$ cat config.mk
export PLATFORM = sky130hd
export DESIGN_NAME = track_mode_fsm
export DESIGN_NICKNAME = d
export VERILOG_FILES = /design/src/rtl/track_pkg.sv /design/src/rtl/sensor_debounce.sv /design/src/rtl/track_mode_fsm.sv
export SDC_FILE = /design/constraint.sdc
export NUM_CORES = 1
export LEC_CHECK = 0
export CORE_ASPECT_RATIO = 0.5
export CORE_UTILIZATION = 30
export CTS_BUF_LIST = sky130_fd_sc_hd__clkbuf_16
export CTS_CLUSTER_DIAMETER = 30
export DETAILED_ROUTE_END_ITERATION = 7
export PLACE_DENSITY_LB_ADDON = 0.25
export SYNTH_ARGS = -nofsm -noshare
export SYNTH_HDL_FRONTEND = slang
export SYNTH_HIERARCHICAL = 1
export SYNTH_SLANG_ARGS = --single-unit
$ cat constraint.sdc
create_clock -name i_clk -period 7.8 [get_ports i_clk]
set_clock_uncertainty 0.2 [all_clocks]
set_input_delay 1.17 -clock i_clk [delete_from_list [all_inputs] [get_ports i_clk]]
set_output_delay 1.17 -clock i_clk [all_outputs]
set_load 0.02 [all_outputs]
$ cat src/rtl/track_pkg.sv
// Shared codes for the line-follower decision stage and the motor block.
// Latency: n/a (constants and types only).
// Backpressure: n/a.
//
// Holds the 5-bit mode codes, which the motor block decodes into speed and
// direction, plus the route table direction codes.
package track_pkg;

   // Mode codes; the FSM state encoding is identical to these values.
   localparam logic [4:0] MODE_IDLE     = 5'd0;
   localparam logic [4:0] MODE_START    = 5'd1;
   localparam logic [4:0] MODE_COUNT    = 5'd2;
   localparam logic [4:0] MODE_STRAIGHT = 5'd3;
   localparam logic [4:0] MODE_CHOOSE   = 5'd4;
   localparam logic [4:0] MODE_LEFT     = 5'd5;
   localparam logic [4:0] MODE_RIGHT    = 5'd6;
   localparam logic [4:0] MODE_BACK     = 5'd7;
   localparam logic [4:0] MODE_STOP     = 5'd30;
   localparam logic [4:0] MODE_ERROR    = 5'd31;

   // Route table direction codes.
   localparam logic [1:0] DIR_STRAIGHT = 2'b00;
   localparam logic [1:0] DIR_LEFT     = 2'b01;
   localparam logic [1:0] DIR_RIGHT    = 2'b10;
   localparam logic [1:0] DIR_BACK     = 2'b11;

   typedef enum logic [4:0] {
      ST_IDLE     = MODE_IDLE,
      ST_START    = MODE_START,
      ST_COUNT    = MODE_COUNT,
      ST_STRAIGHT = MODE_STRAIGHT,
      ST_CHOOSE   = MODE_CHOOSE,
      ST_LEFT     = MODE_LEFT,
      ST_RIGHT    = MODE_RIGHT,
      ST_BACK     = MODE_BACK,
      ST_STOP     = MODE_STOP,
      ST_ERROR    = MODE_ERROR
   } state_t;

endpackage

$ cat src/rtl/sensor_debounce.sv
// One-bit sensor debounce filter.
// Latency: filtered bit follows raw after DEBOUNCE_CYC identical samples.
// Backpressure: none; free-running sampled input.
//
// Ports:
//   i_clk  - system clock
//   i_rst  - synchronous active-high reset (filtered bit and counter to 0)
//   i_raw  - raw sensor bit
//   o_filt - debounced bit
module sensor_debounce #(
   parameter int DEBOUNCE_CYC = 1_000_000
) (
   input  logic i_clk,
   input  logic i_rst,
   input  logic i_raw,
   output logic o_filt
);

   localparam int CNT_W = (DEBOUNCE_CYC > 1) ? $clog2(DEBOUNCE_CYC) : 1;
   localparam logic [CNT_W-1:0] CNT_LAST = CNT_W'(DEBOUNCE_CYC - 1);

   logic [CNT_W-1:0] r_cnt;
   logic             r_filt;

   // The counter only runs while raw disagrees with the filtered bit; for a
   // single bit that means consecutive samples are all the same new value.
   always_ff @(posedge i_clk) begin
      if (i_rst) begin
         r_cnt  <= '0;
         r_filt <= 1'b0;
      end else if (i_raw == r_filt) begin
         r_cnt <= '0;
      end else if (r_cnt == CNT_LAST) begin
         r_filt <= i_raw;
         r_cnt  <= '0;
      end else begin
         r_cnt <= r_cnt + 1'b1;
      end
   end

   assign o_filt = r_filt;

endmodule

$ cat src/rtl/track_mode_fsm.sv
// Line-follower decision FSM producing the motor mode code.
// Latency: mode changes one cycle after the deciding filtered sensor value.
// Backpressure: none; start pulses outside IDLE/STOP/ERROR are ignored.
//
// Ports:
//   i_clk       - system clock (100 MHz)
//   i_rst       - synchronous active-high reset
//   i_start     - single-cycle start/acknowledge pulse
//   i_sensor    - raw IR bits {left, mid, right}, 1 = line
//   i_route_dir - direction for the current junction from the route table
//   o_junc_idx  - junctions taken so far (route table address), saturates at 15
//   o_mode      - registered mode code (equals the state encoding)
//   o_busy      - high in every state except IDLE, STOP and ERROR
//
// Optional macro TRACK_RETRY_EN: the first turn timeout since the last
// junction retries with BACK instead of going to ERROR.
module track_mode_fsm
   import track_pkg::*;
#(
   parameter int CNT_CYC      = 300_000_000,
   parameter int DEBOUNCE_CYC = 1_000_000,
   parameter int LOST_CYC     = 50_000_000,
   parameter int CHOOSE_CYC   = 20_000_000,
   parameter int TURN_MAX_CYC = 200_000_000,
   parameter int NUM_JUNC     = 8
) (
   input  logic       i_clk,
   input  logic       i_rst,
   input  logic       i_start,
   input  logic [2:0] i_sensor,
   input  logic [1:0] i_route_dir,
   output logic [3:0] o_junc_idx,
   output logic [4:0] o_mode,
   output logic       o_busy
);

   // Only one duration is ever live at a time, so a single state timer sized
   // for the longest one serves COUNT, lost-line, CHOOSE and turn timeouts.
   localparam int MAX_A   = (CNT_CYC > LOST_CYC) ? CNT_CYC : LOST_CYC;
   localparam int MAX_B   = (CHOOSE_CYC > TURN_MAX_CYC) ? CHOOSE_CYC : TURN_MAX_CYC;
   localparam int TMR_MAX = (MAX_A > MAX_B) ? MAX_A : MAX_B;
   localparam int TMR_W   = (TMR_MAX > 1) ? $clog2(TMR_MAX) : 1;

   localparam logic [TMR_W-1:0] CNT_LAST    = TMR_W'(CNT_CYC - 1);
   localparam logic [TMR_W-1:0] LOST_LAST   = TMR_W'(LOST_CYC - 1);
   localparam logic [TMR_W-1:0] CHOOSE_LAST = TMR_W'(CHOOSE_CYC - 1);
   localparam logic [TMR_W-1:0] TURN_LAST   = TMR_W'(TURN_MAX_CYC - 1);
   localparam logic [3:0]       JUNC_END    = 4'(NUM_JUNC);

   logic [2:0]       w_f;        // filtered {left, mid, right}
   state_t           r_state;
   logic [TMR_W-1:0] r_tmr;
   logic [3:0]       r_junc;
   logic [1:0]       r_dir;      // route direction latched at the junction
   logic             r_corr;     // LEFT/RIGHT is a line correction, not a turn
   logic             r_phase_b;  // turn has left the line, now seeking it
   logic             r_busy;
`ifdef TRACK_RETRY_EN
   logic             r_retry;    // a timeout retry was already used
`endif

   for (genvar g = 0; g < 3; g++) begin : g_db
      sensor_debounce #(
         .DEBOUNCE_CYC (DEBOUNCE_CYC)
      ) u_db (
         .i_clk  (i_clk),
         .i_rst  (i_rst),
         .i_raw  (i_sensor[g]),
         .o_filt (w_f[g])
      );
   end

   always_ff @(posedge i_clk) begin
      if (i_rst) begin
         r_state   <= ST_IDLE;
         r_tmr     <= '0;
         r_junc    <= '0;
         r_dir     <= DIR_STRAIGHT;
         r_corr    <= 1'b0;
         r_phase_b <= 1'b0;
         r_busy    <= 1'b0;
`ifdef TRACK_RETRY_EN
         r_retry   <= 1'b0;
`endif
      end else begin
         case (r_state)
            ST_IDLE: begin
               if (i_start) begin
                  r_state <= ST_START;
                  r_busy  <= 1'b1;
                  r_junc  <= '0;
               end
            end

            ST_START: begin
               r_state <= ST_COUNT;
               r_tmr   <= '0;
            end

            ST_COUNT: begin
               if (r_tmr == CNT_LAST) begin
                  r_state <= ST_STRAIGHT;
                  r_tmr   <= '0;
               end else begin
                  r_tmr <= r_tmr + 1'b1;
               end
            end

            ST_STRAIGHT: begin
               // Timer doubles as the lost-line counter; any non-000 clears it.
               r_tmr <= '0;
               if (w_f == 3'b111) begin
                  r_state <= ST_CHOOSE;
                  r_dir   <= i_route_dir;
                  if (r_junc != 4'hF) r_junc <= r_junc + 1'b1;
`ifdef TRACK_RETRY_EN
                  r_retry <= 1'b0;
`endif
               end else if (w_f == 3'b101) begin
                  r_state <= ST_ERROR;
                  r_busy  <= 1'b0;
               end else if (w_f == 3'b100 || w_f == 3'b110) begin
                  r_state <= ST_LEFT;
                  r_corr  <= 1'b1;
               end else if (w_f == 3'b001 || w_f == 3'b011) begin
                  r_state <= ST_RIGHT;
                  r_corr  <= 1'b1;
               end else if (w_f == 3'b000) begin
                  if (r_tmr == LOST_LAST) begin
                     r_state   <= ST_BACK;
                     r_corr    <= 1'b0;
                     r_phase_b <= 1'b0;
                  end else begin
                     r_tmr <= r_tmr + 1'b1;
                  end
               end
            end

            ST_CHOOSE: begin
               if (r_junc == JUNC_END) begin
                  r_state <= ST_STOP;
                  r_busy  <= 1'b0;
               end else if (r_tmr == CHOOSE_LAST) begin
                  r_tmr     <= '0;
                  r_corr    <= 1'b0;
                  r_phase_b <= 1'b0;
                  case (r_dir)
                     DIR_STRAIGHT: r_state <= ST_STRAIGHT;
                     DIR_LEFT:     r_state <= ST_LEFT;
                     DIR_RIGHT:    r_state <= ST_RIGHT;
                     default:      r_state <= ST_BACK;
                  endcase
               end else begin
                  r_tmr <= r_tmr + 1'b1;
               end
            end

            ST_LEFT, ST_RIGHT, ST_BACK: begin
               // Completion wins over a timeout landing on the same cycle.
               if (r_corr && w_f == 3'b010) begin
                  r_state <= ST_STRAIGHT;
                  r_tmr   <= '0;
               end else if (!r_corr && r_phase_b && w_f[1]) begin
                  r_state <= ST_STRAIGHT;
                  r_tmr   <= '0;
               end else if (r_tmr == TURN_LAST) begin
`ifdef TRACK_RETRY_EN
                  if (!r_retry) begin
                     r_state   <= ST_BACK;
                     r_retry   <= 1'b1;
                     r_tmr     <= '0;
                     r_corr    <= 1'b0;
                     r_phase_b <= 1'b0;
                  end else begin
                     r_state <= ST_ERROR;
                     r_busy  <= 1'b0;
                  end
`else
                  r_state <= ST_ERROR;
                  r_busy  <= 1'b0;
`endif
               end else begin
                  r_tmr <= r_tmr + 1'b1;
                  if (!r_corr && !w_f[1]) r_phase_b <= 1'b1;
               end
            end

            ST_STOP, ST_ERROR: begin
               if (i_start) r_state <= ST_IDLE;
            end

            default: begin
               r_state <= ST_IDLE;
               r_busy  <= 1'b0;
            end
         endcase
      end
   end

   assign o_mode     = r_state;
   assign o_junc_idx = r_junc;
   assign o_busy     = r_busy;

endmodule

Yosys cells after proc, flatten, opt, wreduce, memory -nomap -nowiden
Index checks and enable logic that the tools add are counted.
{ "totals": {"register_bits": 106, "latch_bits": 0, "ramBits": 0, "romBits": 0, "out_inout_bits": 10, "n_memories": 0} }
{ "op_classes": {"add_sub_neg": 5, "multipliers": 0, "div": 0, "magnitude_cmp": 0, "n_eq_ne": 57, "shifts": 0, "mux": 59, "n_bitwise": 4, "n_reduce_logical": 31} }
{ "ops": {"columns": ["operator", "n"], "rows": [
  ["29-bit two-way mux", 12],
  ["29-bit case mux with 5 select lines", 1],
  ["5-bit two-way mux", 14],
  ["20-bit by 1-bit adder with 20-bit output, second input constant", 3],
  ["20-bit equality test, second input constant", 3],
  ["2-bit inequality test, second input constant", 20],
  ["5-bit case mux with 7 select lines", 1],
  ["29-bit by 1-bit adder with 29-bit output, second input constant", 1],
  ["29-bit by 25-bit equality test with 1-bit output, second input constant", 1],
  ["29-bit by 26-bit equality test with 1-bit output, second input constant", 1],
  ["29-bit by 28-bit equality test with 1-bit output, second input constant", 1],
  ["29-bit equality test, second input constant", 1],
  ["1-bit two-way mux", 23],
  ["5-bit by 3-bit equality test with 1-bit output, second input constant", 4],
  ["4-bit inequality test, second input constant", 5],
  ["7-bit AND reduction", 2],
  ["13-bit AND reduction", 1],
  ["3-bit equality test, second input constant", 4],
  ["4-bit two-way mux", 3],
  ["6-bit inequality test, second input constant", 2],
  ["3-bit OR reduction", 4],
  ["5-bit by 2-bit equality test with 1-bit output, second input constant", 2],
  ["5-bit equality test, second input constant", 2],
  ["3-bit case mux with 3 select lines", 1],
  ["29 further kinds", 44]
]} }

Logic depth before layout (Yosys ltp)
Gate-level depths: netlist (run 1).
{ "logic_depth": {"depth_word": 8, "depth_mapped": 10, "mapped_depth_nobuf": 8} }

Modules after synthesis
The synthesis (run 1) kept the hierarchy.
{ "modules_own_cells": {"columns": ["mod", "instances", "cells_per_inst", "area_each_um2", "seq_area_each_um2"], "rows": [
  ["track_mode_fsm", 1, 391, 3156.8, 840.8],
  ["sensor_debounce", 3, 107, 992.2, 420.4]
]} }

Worst setup path after synthesis (run 1)
No wires, ideal clock.
{ "synth_timing": {"path_kind": "register to register", "start": "register r_tmr[0]", "end": "register r_tmr[13]", "setup_time_ps": 122, "arrival_time_ps": 2332, "slack_ps": 5146, "path_stages_with_launch": 9, "n_path_buf": 1, "synth_period_minus_slack_ps": 2654, "cell_sequence": "dfxtp_1 ha_1 nand3_1 nor4_2 nand2_1 a2111oi_4 a211oi_4 buf_6 a221o_1"} }
{ "synth_via": {"elab_chain_len": 8} }
{ "synth_rtl": {"columns": ["element", "line", "text"], "rows": [
  ["start: declaration", "track_mode_fsm.sv:52", "logic [TMR_W-1:0] r_tmr;"],
  ["start signal: assignment", "track_mode_fsm.sv:105", "r_tmr <= r_tmr + 1'b1;"],
  ["start signal: assignment", "track_mode_fsm.sv:134", "r_tmr <= r_tmr + 1'b1;"],
  ["start signal: assignment", "track_mode_fsm.sv:154", "r_tmr <= r_tmr + 1'b1;"],
  ["29-bit by 1-bit adder with 29-bit output / 29-bit by 26-bit equality test with 1-bit output (equally long branches)", null, null],
  ["29-bit two-way mux", "track_mode_fsm.sv:129", "if (r_tmr == LOST_LAST) begin"],
  ["29-bit two-way mux", "track_mode_fsm.sv:128", "end else if (w_f == 3'b000) begin"],
  ["29-bit two-way mux", "track_mode_fsm.sv:125", "end else if (w_f == 3'b001 || w_f == 3'b011) begin"],
  ["29-bit two-way mux", "track_mode_fsm.sv:122", "end else if (w_f == 3'b100 || w_f == 3'b110) begin"],
  ["29-bit two-way mux", "track_mode_fsm.sv:119", "end else if (w_f == 3'b101) begin"],
  ["29-bit two-way mux", "track_mode_fsm.sv:112", "if (w_f == 3'b111) begin"],
  ["29-bit case mux with 5 select lines", "track_mode_fsm.sv:86", "case (r_state)"]
]} }
Several ways; a longest one is shown, not always the timed one. The select of a mux whose other input is x is not followed.
A chain may end at the register's enable or synchronous reset.

Final worst setup path (run 1)
Ends and elaborated chain as after synthesis.

==> impl_metrics.csv, run 1 <==
group,metric,value,unit
outcome,status,"finished clean",
clock_tree,htreeDepth,3,
power_and_ir_drop,power_switching_share,38.7,%
clock_tree,cts_hold_buf,0,
yosys,synth_nets,730,
die,start_util,31.1,%
power_and_ir_drop,p_clk_share,30.0,%
power_and_ir_drop,p_int,0.000933,W
detailed_routing,drc,0,
power_and_ir_drop,ir_drop,0.132,mV
yosys,synth-seq-area-share,34.3,%
global_route,grt_max_degree,37,
yosys,synthMostInstantiatedCell,"dfxtp_1",
sta,hold_violations,0,
critical_path,crit_type,"reg2reg",
place,gp_congestion,0.866,
yosys,yosysWarnings,6,
yosys,async_flop_share,0,%
die,core-area,19700,µm²
final_layout,fin_cells,979,
sta,rsz0062_at_grt,"no",
power_and_ir_drop,powerDensity,225,nW/µm²
die,ios,18,
place,io_buffers,17,
clock_tree,post_cts_buffers,0,
sta,final.min_clock_period,3.54,ns
yosys,syn_inst,712,
critical_path,worstPathRequired,7.84,ns
final_layout,drive_above_1_share,8.84,%
power_and_ir_drop,power_frac_comb,31.0,%
detailed_routing,routed_wl,14.6,mm
detailed_routing,wl_per_cell,14.9,µm
sta,maxSlewHeadroom,28.3,%
clock_tree,clk_pin_slew_worst_paths,0.08,ns
yosys,synth_area_leaders,"dfxtp_1 (34%), nor2_1 (5.1%), xnor2_1 (4.4%), a221o_1 (2.9%), nand3_1 (2.9%)",
detailed_routing,num_vias,5317,
yosys,syn-cell-area,6130,µm²
clock_tree,ctsRootBufferMaster,"clkbuf_16",
detailed_routing,via_per_inst,5.43,
critical_path,start_kind,"flop",
final_layout,diodes,0,
critical_path,crit_arrival,3.58,ns
die,dieWidth,204,µm
worst_hold_path,hp-class,"reg2reg",
die,die-area,21100,µm²
sta,setup_viol_count_final,0,
clock_tree,cts_tree,"built",
die,die_h,103,µm
clock_tree,clk_latency,0.35,ns
yosys,post-synth-top-area-cell,"dfxtp_1",
detailed_routing,drt_iter0_drc,436,
final_layout,nFillCells,2062,
yosys,synth_edf_count,0,
sta,fmax,282,MHz
global_route,overflow,0,
detailed_routing,ant_nets,0,
global_route,track_usage,14.5,%
critical_path,cp_max_fo,21,
sta,worst_pin_slew,1.07,ns
clock_tree,clockBufferDepth,2,
clock_tree,numCtsBuffers,9,
global_route,antenna_found_initial,0,
yosys,avgSynthCellArea,8.61,µm²
global_route,grt_pass1_wl,24.7,mm
yosys,yosysTopAreaCellShare,34.3,%
power_and_ir_drop,pwr-share-seq,39.0,%
worst_hold_path,hold_path_depth,1,
power_and_ir_drop,p_leak,2.13,nW
critical_path,r2r_cells,7,
final_layout,nets,726,
power_and_ir_drop,power.switching,0.000589,W
yosys,ys.flop_type,"dfxtp_1",
yosys,synthTopCellsByCount,"dfxtp_1 (105), nor2_1 (83), nand2_1 (41)",
flow_run,maxCapViolCount,0,
clock_tree,post_cts_resized,0,
detailed_routing,dr.pass1.iters,5,
sta,finalMaxSlewViolations,0,
global_route,grt_pass1_vias,4893,
final_layout,area_growth_syn_to_layout,10.0,%
clock_tree,cts_num_sinks,105,
sta,period_share,45.4,%
place,post-dp-hpwl,9.91,mm
yosys,synth.distinct_cells,80,
sta,hold_slack,0.279,ns
critical_path,cp-end-kind,"flop",
place,placed_cells,963,
die,rows,36,
yosys,ys_seq_elements,105,
sta,fin_tns_setup,0,ns
[placed cells by master (no fill, tap or decap), types with 5 or more instances in the layout]
| master | netlist | routed |
|---|---|---|
| inv_1 | 31 | 31 |
| dfxtp_1 | 105 | 105 |
| nor3b_1 | 5 | 5 |
| nor2_1 | 83 | 82 |
| nor4_1 | 16 | 16 |
| or4_1 | 7 | 7 |
| nand4_1 | 15 | 15 |
| a221o_1 | 18 | 18 |
| xnor2_1 | 31 | 31 |
| and4_1 | 6 | 6 |
| nor4b_1 | 5 | 5 |
| nand2_1 | 41 | 41 |
| clkdlybuf4s50_1 | 0 | 17 |
| ha_1 | 10 | 10 |
| nand3_1 | 35 | 35 |
| and3_1 | 7 | 7 |
| o2111a_1 | 14 | 14 |
| nor3_1 | 34 | 34 |
| nor4bb_1 | 6 | 6 |
| a31oi_1 | 7 | 7 |
| o31ai_1 | 9 | 9 |
| a2111oi_0 | 7 | 7 |
| xor2_1 | 17 | 17 |
| o21ai_0 | 19 | 19 |
| clkbuf_16 | 0 | 9 |
| o211ai_1 | 7 | 7 |
| or3_1 | 10 | 10 |
| a21oi_1 | 30 | 30 |
[logic make-up after synthesis]
group	after synthesis	share of synthesized area, %
xor gates and xnor gates	48	6.85
DFF	105	34.3
muxes	1	0.163
buffers and inverters	66	5.37
adders and majority gates	10	2.04
AOI/OAI and AO/OA	150	19.3
and+or+nand+nor	332	32.0
[area by class of cell]
| cell class | instances | area (µm²) | share of cell area (%) |
|---|---|---|---|
| clock inverter | 7 | 75.1 | 1.11 |
| clock buffer | 9 | 225 | 3.34 |
| inverter | 31 | 116 | 1.72 |
| sequential | 105 | 2100 | 31.1 |
| multi-input combinational | 541 | 3700 | 54.9 |
| tap | 266 | 333 | 4.93 |
| timing repair buffer | 20 | 193 | 2.86 |
[state kept, by name, summed over array words and instances, names as in the netlist]
signal            cells
o_mode                4
r_corr                1
r_phase_b             1
g_db.u_db/r_cnt      60
r_dir                 2
r_tmr                29
g_db.u_db/o_filt      3
o_busy                1
o_junc_idx            4
[final timing paths]
check / startpoint / endpoint / slack (ns)
setup / recovery: r_tmr[0] / r_tmr[13] / 4.26
hold / removal: g_db[0].u_db/r_cnt[0] / g_db[0].u_db/r_cnt[0] / 0.28
setup reg to reg: r_tmr[0] / r_tmr[13] / 4.26
hold reg to reg: g_db[0].u_db/r_cnt[0] / g_db[0].u_db/r_cnt[0] / 0.28
[layer usage]
| layer | track usage [%] | share of wire (%) |
|---|---|---|
| met1 | 19.5 | 51 |
| met2 | 24.0 | 45 |
| met3 | 2.50 | 3.8 |
| met4 | 3.56 | 0.86 |
| met5 | 0 | 0 |
[critical path: stages, from the launching register on]
cell,delay [ns]
dfxtp_1,0.40
ha_1,0.23
nand3_1,0.18
nor4_2,0.46
nand2_1,0.19
a2111oi_4,0.94
a211oi_4,0.38
a221o_1,0.45
[per-stage QoR]
| stage | area, µm² | utilization (%) | setup slack, ns | total power [W] |
|---|---|---|---|---|
| 2_1_floorplan | 6130 | - | 5.15 | 0.000985 |
| 3_3_place_gp | 6450 | 32.7 | 4.29 | 0.00107 |
| 3_5_place_dp | 6450 | 32.7 | 4.24 | 0.00107 |
| 4_1_cts | 6750 | 34.2 | 4.30 | 0.00154 |
| 5_1_grt | 6750 | 34.2 | 4.03 | 0.00161 |
| 6_report | 6750 | 34.2 | 4.26 | 0.00152 |
[power groups by stage]
| stage | logic [W] | clock network [W] | registers, W |
|---|---|---|---|
| 3_3_place_gp | 0.000463 | 0 | 0.000604 |
| 5_1_grt | 0.000512 | 0.000504 | 0.000598 |
| 3_5_place_dp | 0.000466 | 0 | 0.000606 |
| 2_1_floorplan | 0.000388 | 0 | 0.000597 |
| 4_1_cts | 0.000469 | 0.000477 | 0.000593 |
| 6_report | 0.000472 | 0.000457 | 0.000593 |
Note: power is estimated with default switching activity, not from simulation.
==> run 2, diff against run 1 <==
==> constraint.sdc (replaced) <==
create_clock -name i_clk -period 3.5 [get_ports i_clk]
set_clock_uncertainty 0.2 [all_clocks]
set_input_delay 0.525 -clock i_clk [delete_from_list [all_inputs] [get_ports i_clk]]
set_output_delay 0.525 -clock i_clk [all_outputs]
set_load 0.02 [all_outputs]
==> impl_metrics.csv, run 2 (synthesis results as in run 1) <==
group,metric,value,unit
detailed_routing,routed_wl,14.9,mm
die,rows,36,
clock_tree,cts_hold_buf,0,
critical_path,cp_max_fo,21,
detailed_routing,dr.pass1.iters,4,
final_layout,final_core_utilization,34.7,%
flow_run,maxCapViolCount,0,
sta,rsz0062_at_grt,"no",
worst_hold_path,hp-class,"reg2reg",
power_and_ir_drop,p_leak,2.20,nW
final_layout,area_growth_syn_to_layout,11.7,%
final_layout,top_regs,"g_db.u_db/r_cnt (60), r_tmr (29)",
global_route,grt_pass1_vias,4946,
power_and_ir_drop,fin_total_pwr,0.00349,W
critical_path,start_kind,"flop",
detailed_routing,ant_nets,0,
sta,period_share,91.4,%
die,die_h,103,µm
power_and_ir_drop,powerDensity,509,nW/µm²
clock_tree,ctsRootBufferMaster,"clkbuf_16",
global_route,antenna_found_initial,0,
global_route,overflow,0,
die,start_util,31.1,%
sta,hold_violations,0,
place,io_buffers,17,
clock_tree,htreeDepth,3,
detailed_routing,wl_per_cell,15.0,µm
critical_path,r2r_end,"r_tmr[3]",
final_layout,largest_reg_flops,60,
sta,worst_pin_slew,0.843,ns
die,core-area,19700,µm²
clock_tree,clockBufferDepth,2,
die,die-area,21100,µm²
final_layout,diodes,0,
worst_hold_path,hold_path_depth,1,
die,ios,18,
clock_tree,numCtsBuffers,9,
sta,fmax,313,MHz
global_route,grt_max_degree,30,
final_layout,nets,741,
critical_path,critPathLaunch,"r_tmr[0]",
critical_path,crit_type,"reg2reg",
place,place_area,6560,µm²
power_and_ir_drop,ir_drop,0.290,mV
sta,final.min_clock_period,3.20,ns
global_route,grt_pass1_wl,24.9,mm
clock_tree,post_cts_resized,0,
clock_tree,post_cts_buffers,0,
sta,maxSlewHeadroom,43.8,%
clock_tree,cts_tree,"built",
detailed_routing,num_vias,5340,
sta,finalMaxSlewViolations,0,
critical_path,rr_startpoint,"r_tmr[0]",
global_route,track_usage,14.6,%
final_layout,final_area,6850,µm²
critical_path,r2r_slack,0.30,ns
final_layout,fin_cells,994,
final_layout,regMostFlops,"g_db.u_db/r_cnt",
final_layout,final_cell_mix,"dfxtp_1 (105), nor2_1 (83), nand2_1 (41)",
place,placed_cells,978,
place,gp_congestion,0.864,
critical_path,worstPathRequired,3.54,ns
clock_tree,clk_latency,0.35,ns
place,post-dp-hpwl,10.4,mm
final_layout,drive_above_1_share,10.4,%
die,dieWidth,204,µm
critical_path,cp-end-kind,"flop",
critical_path,r2r_cells,7,
critical_path,endpoint,"r_tmr[3]",
detailed_routing,drc,0,
sta,fin_tns_setup,0,ns
outcome,status,"finished clean",
clock_tree,cts_num_sinks,105,
detailed_routing,drt_iter0_drc,337,
clock_tree,clk_pin_slew_worst_paths,0.08,ns
final_layout,final_common_cell,"dfxtp_1",
sta,setup_viol_count_final,0,
detailed_routing,via_per_inst,5.37,
critical_path,crit_arrival,3.24,ns
## run 2: changes by cell type in the layout (fill, tap and decap cells not counted), sizes merged
cell,delta
buf,+15
clkinv,-3
inv,+3
## run 2: per-stage QoR
step                      hold WS [ns]  setup slack [ns]
after floorplan                  0.238             0.846
after global placement           0.254             0.435
after detailed placement         0.265             0.347
after CTS                        0.281             0.325
after global routing             0.322             0.147
final                            0.280             0.300
## run 2: worst min path at each step
stage                                from               endpoint  slack, ns
CTS                 g_db[1].u_db/r_cnt[0]  g_db[1].u_db/r_cnt[0]       0.28
global route        g_db[0].u_db/r_cnt[0]  g_db[0].u_db/r_cnt[0]       0.32
detailed placement  g_db[1].u_db/r_cnt[0]  g_db[1].u_db/r_cnt[0]       0.26
floorplan           g_db[0].u_db/r_cnt[0]  g_db[0].u_db/r_cnt[0]       0.24
global placement    g_db[2].u_db/r_cnt[0]  g_db[2].u_db/r_cnt[0]       0.25
finish              g_db[1].u_db/r_cnt[0]  g_db[1].u_db/r_cnt[0]       0.28
## run 2: final cells by class
class | instances | area (µm²)
Inverter | 31 | 116
Tap cell | 266 | 333
Clock buffer | 9 | 225
Clock inverter | 7 | 68.8
Timing Repair Buffer | 35 | 305
Fill cell | 2104 | 12900
Sequential cell | 105 | 2100
Multi-Input combinational cell | 541 | 3700
## run 2: metal layers
| metal | track usage, % | wire (µm) | vias up |
|---|---|---|---|
| met5 | 0 | 0 | - |
| met4 | 4.36 | 116 | 0 |
| met3 | 2.62 | 523 | 13 |
| met2 | 23.8 | 6660 | 76 |
| met1 | 19.8 | 7580 | 2549 |
| li1 | - | - | 2702 |
## run 2: worst max-delay path: stages, from the launching register on
cell	delay [ns]
dfxtp_1	0.40
ha_1	0.22
nand3_1	0.19
nor4_2	0.46
nand2_1	0.19
a2111o_1	0.79
o2111a_1	0.38
a221o_1	0.26
## run 2: power by group
part           total [W]  internal [W]  switching (W)
registers        0.00131       0.00124      0.0000699
clock network    0.00102      0.000506       0.000518
logic            0.00116      0.000399       0.000756
==> run 3, diff against run 2 <==
--- a/config.mk
+++ b/config.mk
@@ -6,10 +6,13 @@
 export NUM_CORES = 1
 export LEC_CHECK = 0
 export CORE_ASPECT_RATIO = 0.5
+export CORE_MARGIN = 2
 export CORE_UTILIZATION = 30
 export CTS_BUF_LIST = sky130_fd_sc_hd__clkbuf_16
 export CTS_CLUSTER_DIAMETER = 30
+export CTS_CLUSTER_SIZE = 10
 export DETAILED_ROUTE_END_ITERATION = 7
+export GPL_TIMING_DRIVEN = 0
 export PLACE_DENSITY_LB_ADDON = 0.25
 export SYNTH_ARGS = -nofsm -noshare
 export SYNTH_HDL_FRONTEND = slang
==> impl_metrics.csv, run 3 (synthesis results as in run 1) <==
group,metric,value,unit
power_and_ir_drop,p_leak,2.22,nW
die,start_util,31.1,%
sta,worst_pin_slew,0.865,ns
critical_path,crit_path_top_delay_cell,"a2111oi_4",
critical_path,start_kind,"flop",
sta,rsz0062_at_grt,"no",
flow_run,maxCapViolCount,0,
critical_path,cp_slowest_stage_delay,0.63,ns
critical_path,r2r_cells,8,
sta,fmax,316,MHz
global_route,antenna_found_initial,0,
outcome,status,"finished clean",
clock_tree,numCtsBuffers,9,
sta,fin_tns_setup,0,ns
die,die-area,21700,µm²
critical_path,crit_type,"reg2reg",
global_route,overflow,0,
clock_tree,ctsRootBufferMaster,"clkbuf_16",
global_route,grt_pass1_vias,5061,
clock_tree,clockBufferDepth,2,
clock_tree,cts_hold_buf,0,
power_and_ir_drop,fin_total_pwr,0.00358,W
detailed_routing,drt_iter0_drc,307,
final_layout,diodes,0,
clock_tree,cts_tree,"built",
final_layout,final_common_cell,"dfxtp_1",
global_route,grt_pass1_wl,25.8,mm
detailed_routing,num_vias,5493,
power_and_ir_drop,powerDensity,517,nW/µm²
sta,finalMaxSlewViolations,0,
clock_tree,htreeDepth,3,
final_layout,area_growth_syn_to_layout,12.9,%
detailed_routing,ant_nets,0,
die,rows,36,
final_layout,regMostFlops,"g_db.u_db/r_cnt",
clock_tree,clk_pin_slew_worst_paths,0.08,ns
die,die_h,105,µm
final_layout,top_regs,"g_db.u_db/r_cnt (60), r_tmr (29)",
final_layout,multiInputGateArea,3700,µm²
detailed_routing,routed_wl,15.5,mm
detailed_routing,drc,0,
die,core-area,19700,µm²
die,dieWidth,206,µm
sta,setup_viol_count_final,0,
critical_path,rr_startpoint,"r_tmr[0]",
final_layout,seq_area,2100,µm²
worst_hold_path,hp-start,"g_db[0].u_db/r_cnt[19]",
critical_path,r2r_end,"r_tmr[12]",
sta,maxSlewHeadroom,41.9,%
sta,hold_violations,0,
power_and_ir_drop,ir_drop,0.302,mV
global_route,grt_max_degree,20,
clock_tree,cts_num_sinks,105,
sta,final.min_clock_period,3.16,ns
detailed_routing,via_per_inst,5.43,
final_layout,nFillCells,2063,
detailed_routing,dr.pass1.iters,5,
clock_tree,clk_latency,0.35,ns
place,gp_congestion,0.928,
final_layout,largest_reg_flops,60,
critical_path,worstPathRequired,3.54,ns
worst_hold_path,min_to,"g_db[0].u_db/r_cnt[19]",
sta,hold_slack,0.278,ns
place,io_buffers,17,
critical_path,path_cells,"ha_1, nand3_1, nor4_2, nand2_1, a2111oi_4, buf_6, a2111oi_0, a311o_1",
detailed_routing,wl_per_cell,15.3,µm
critical_path,cp_max_fo,10,
die,ios,18,
clock_tree,post_cts_resized,0,
final_layout,final_cell_mix,"dfxtp_1 (105), nor2_1 (83), nand2_1 (41)",
critical_path,cp-end-kind,"flop",
global_route,track_usage,14.7,%
critical_path,r2r_slack,0.34,ns
worst_hold_path,hold_path_depth,2,
final_layout,nets,758,
clock_tree,post_cts_buffers,0,
sta,period_share,90.4,%
place,post-dp-hpwl,11.0,mm
critical_path,crit_arrival,3.21,ns
worst_hold_path,hp-class,"reg2reg",
final_layout,drive_above_1_share,10.3,%
run 3: worst max path at each step:
stage                   from   endpoint  depth (start not counted)
global route        r_tmr[0]  r_tmr[12]                          8
CTS                 r_tmr[0]  r_tmr[13]                          8
floorplan           r_tmr[0]  r_tmr[13]                          8
global placement    r_tmr[0]  r_tmr[13]                          8
finish              r_tmr[0]  r_tmr[12]                          8
detailed placement  r_tmr[0]  r_tmr[13]                          8
run 3: report_power, final:
part	internal (W)	switching, W
Clock	0.000498	0.000518
Sequential	0.00124	0.0000478
Combinational	0.000462	0.000817
run 3: area by class of cell:
type	instances	share of cell area, %
Multi-Input combinational cell	541	53.5
Clock inverter	7	0.939
Sequential cell	105	30.3
Tap cell	266	4.80
Clock buffer	9	3.25
Buffer	35	3.07
Timing Repair Buffer	17	2.46
Inverter	31	1.68
run 3: routing by layer:
metal / up-vias / part of all wire, % / global-route usage, % / wire (µm)
li1: 2731 / - / - / -
met1: 2633 / 49 / 19.9 / 7500
met2: 118 / 46 / 24.0 / 7120
met3: 11 / 4.5 / 3.03 / 688
met4: 0 / 0.91 / 3.21 / 140
met5: - / 0 / 0 / 0
run 3: metrics by stage:
step           instance area, µm²  instances  setup slack, ns  utilization, %
6_report                     6930       1011            0.338            35.1
5_1_grt                      6930       1011           0.0449            35.1
4_1_cts                      6930       1011            0.335            35.1
3_5_place_dp                 6640        995            0.346            33.6
3_3_place_gp                 6640        995            0.362            33.6
2_1_floorplan                6130        712            0.846               -
run 3: critical path, delay by kind of cell, from the launching register on:
kind                     cells  cell delay (ns)
AO/OA/AOI/OAI                3             1.09
AND/OR/NAND/NOR              3             0.91
flip-flops                   1             0.39
adder cells (fa/ha/maj)      1             0.23
buffers and inverters        1             0.23
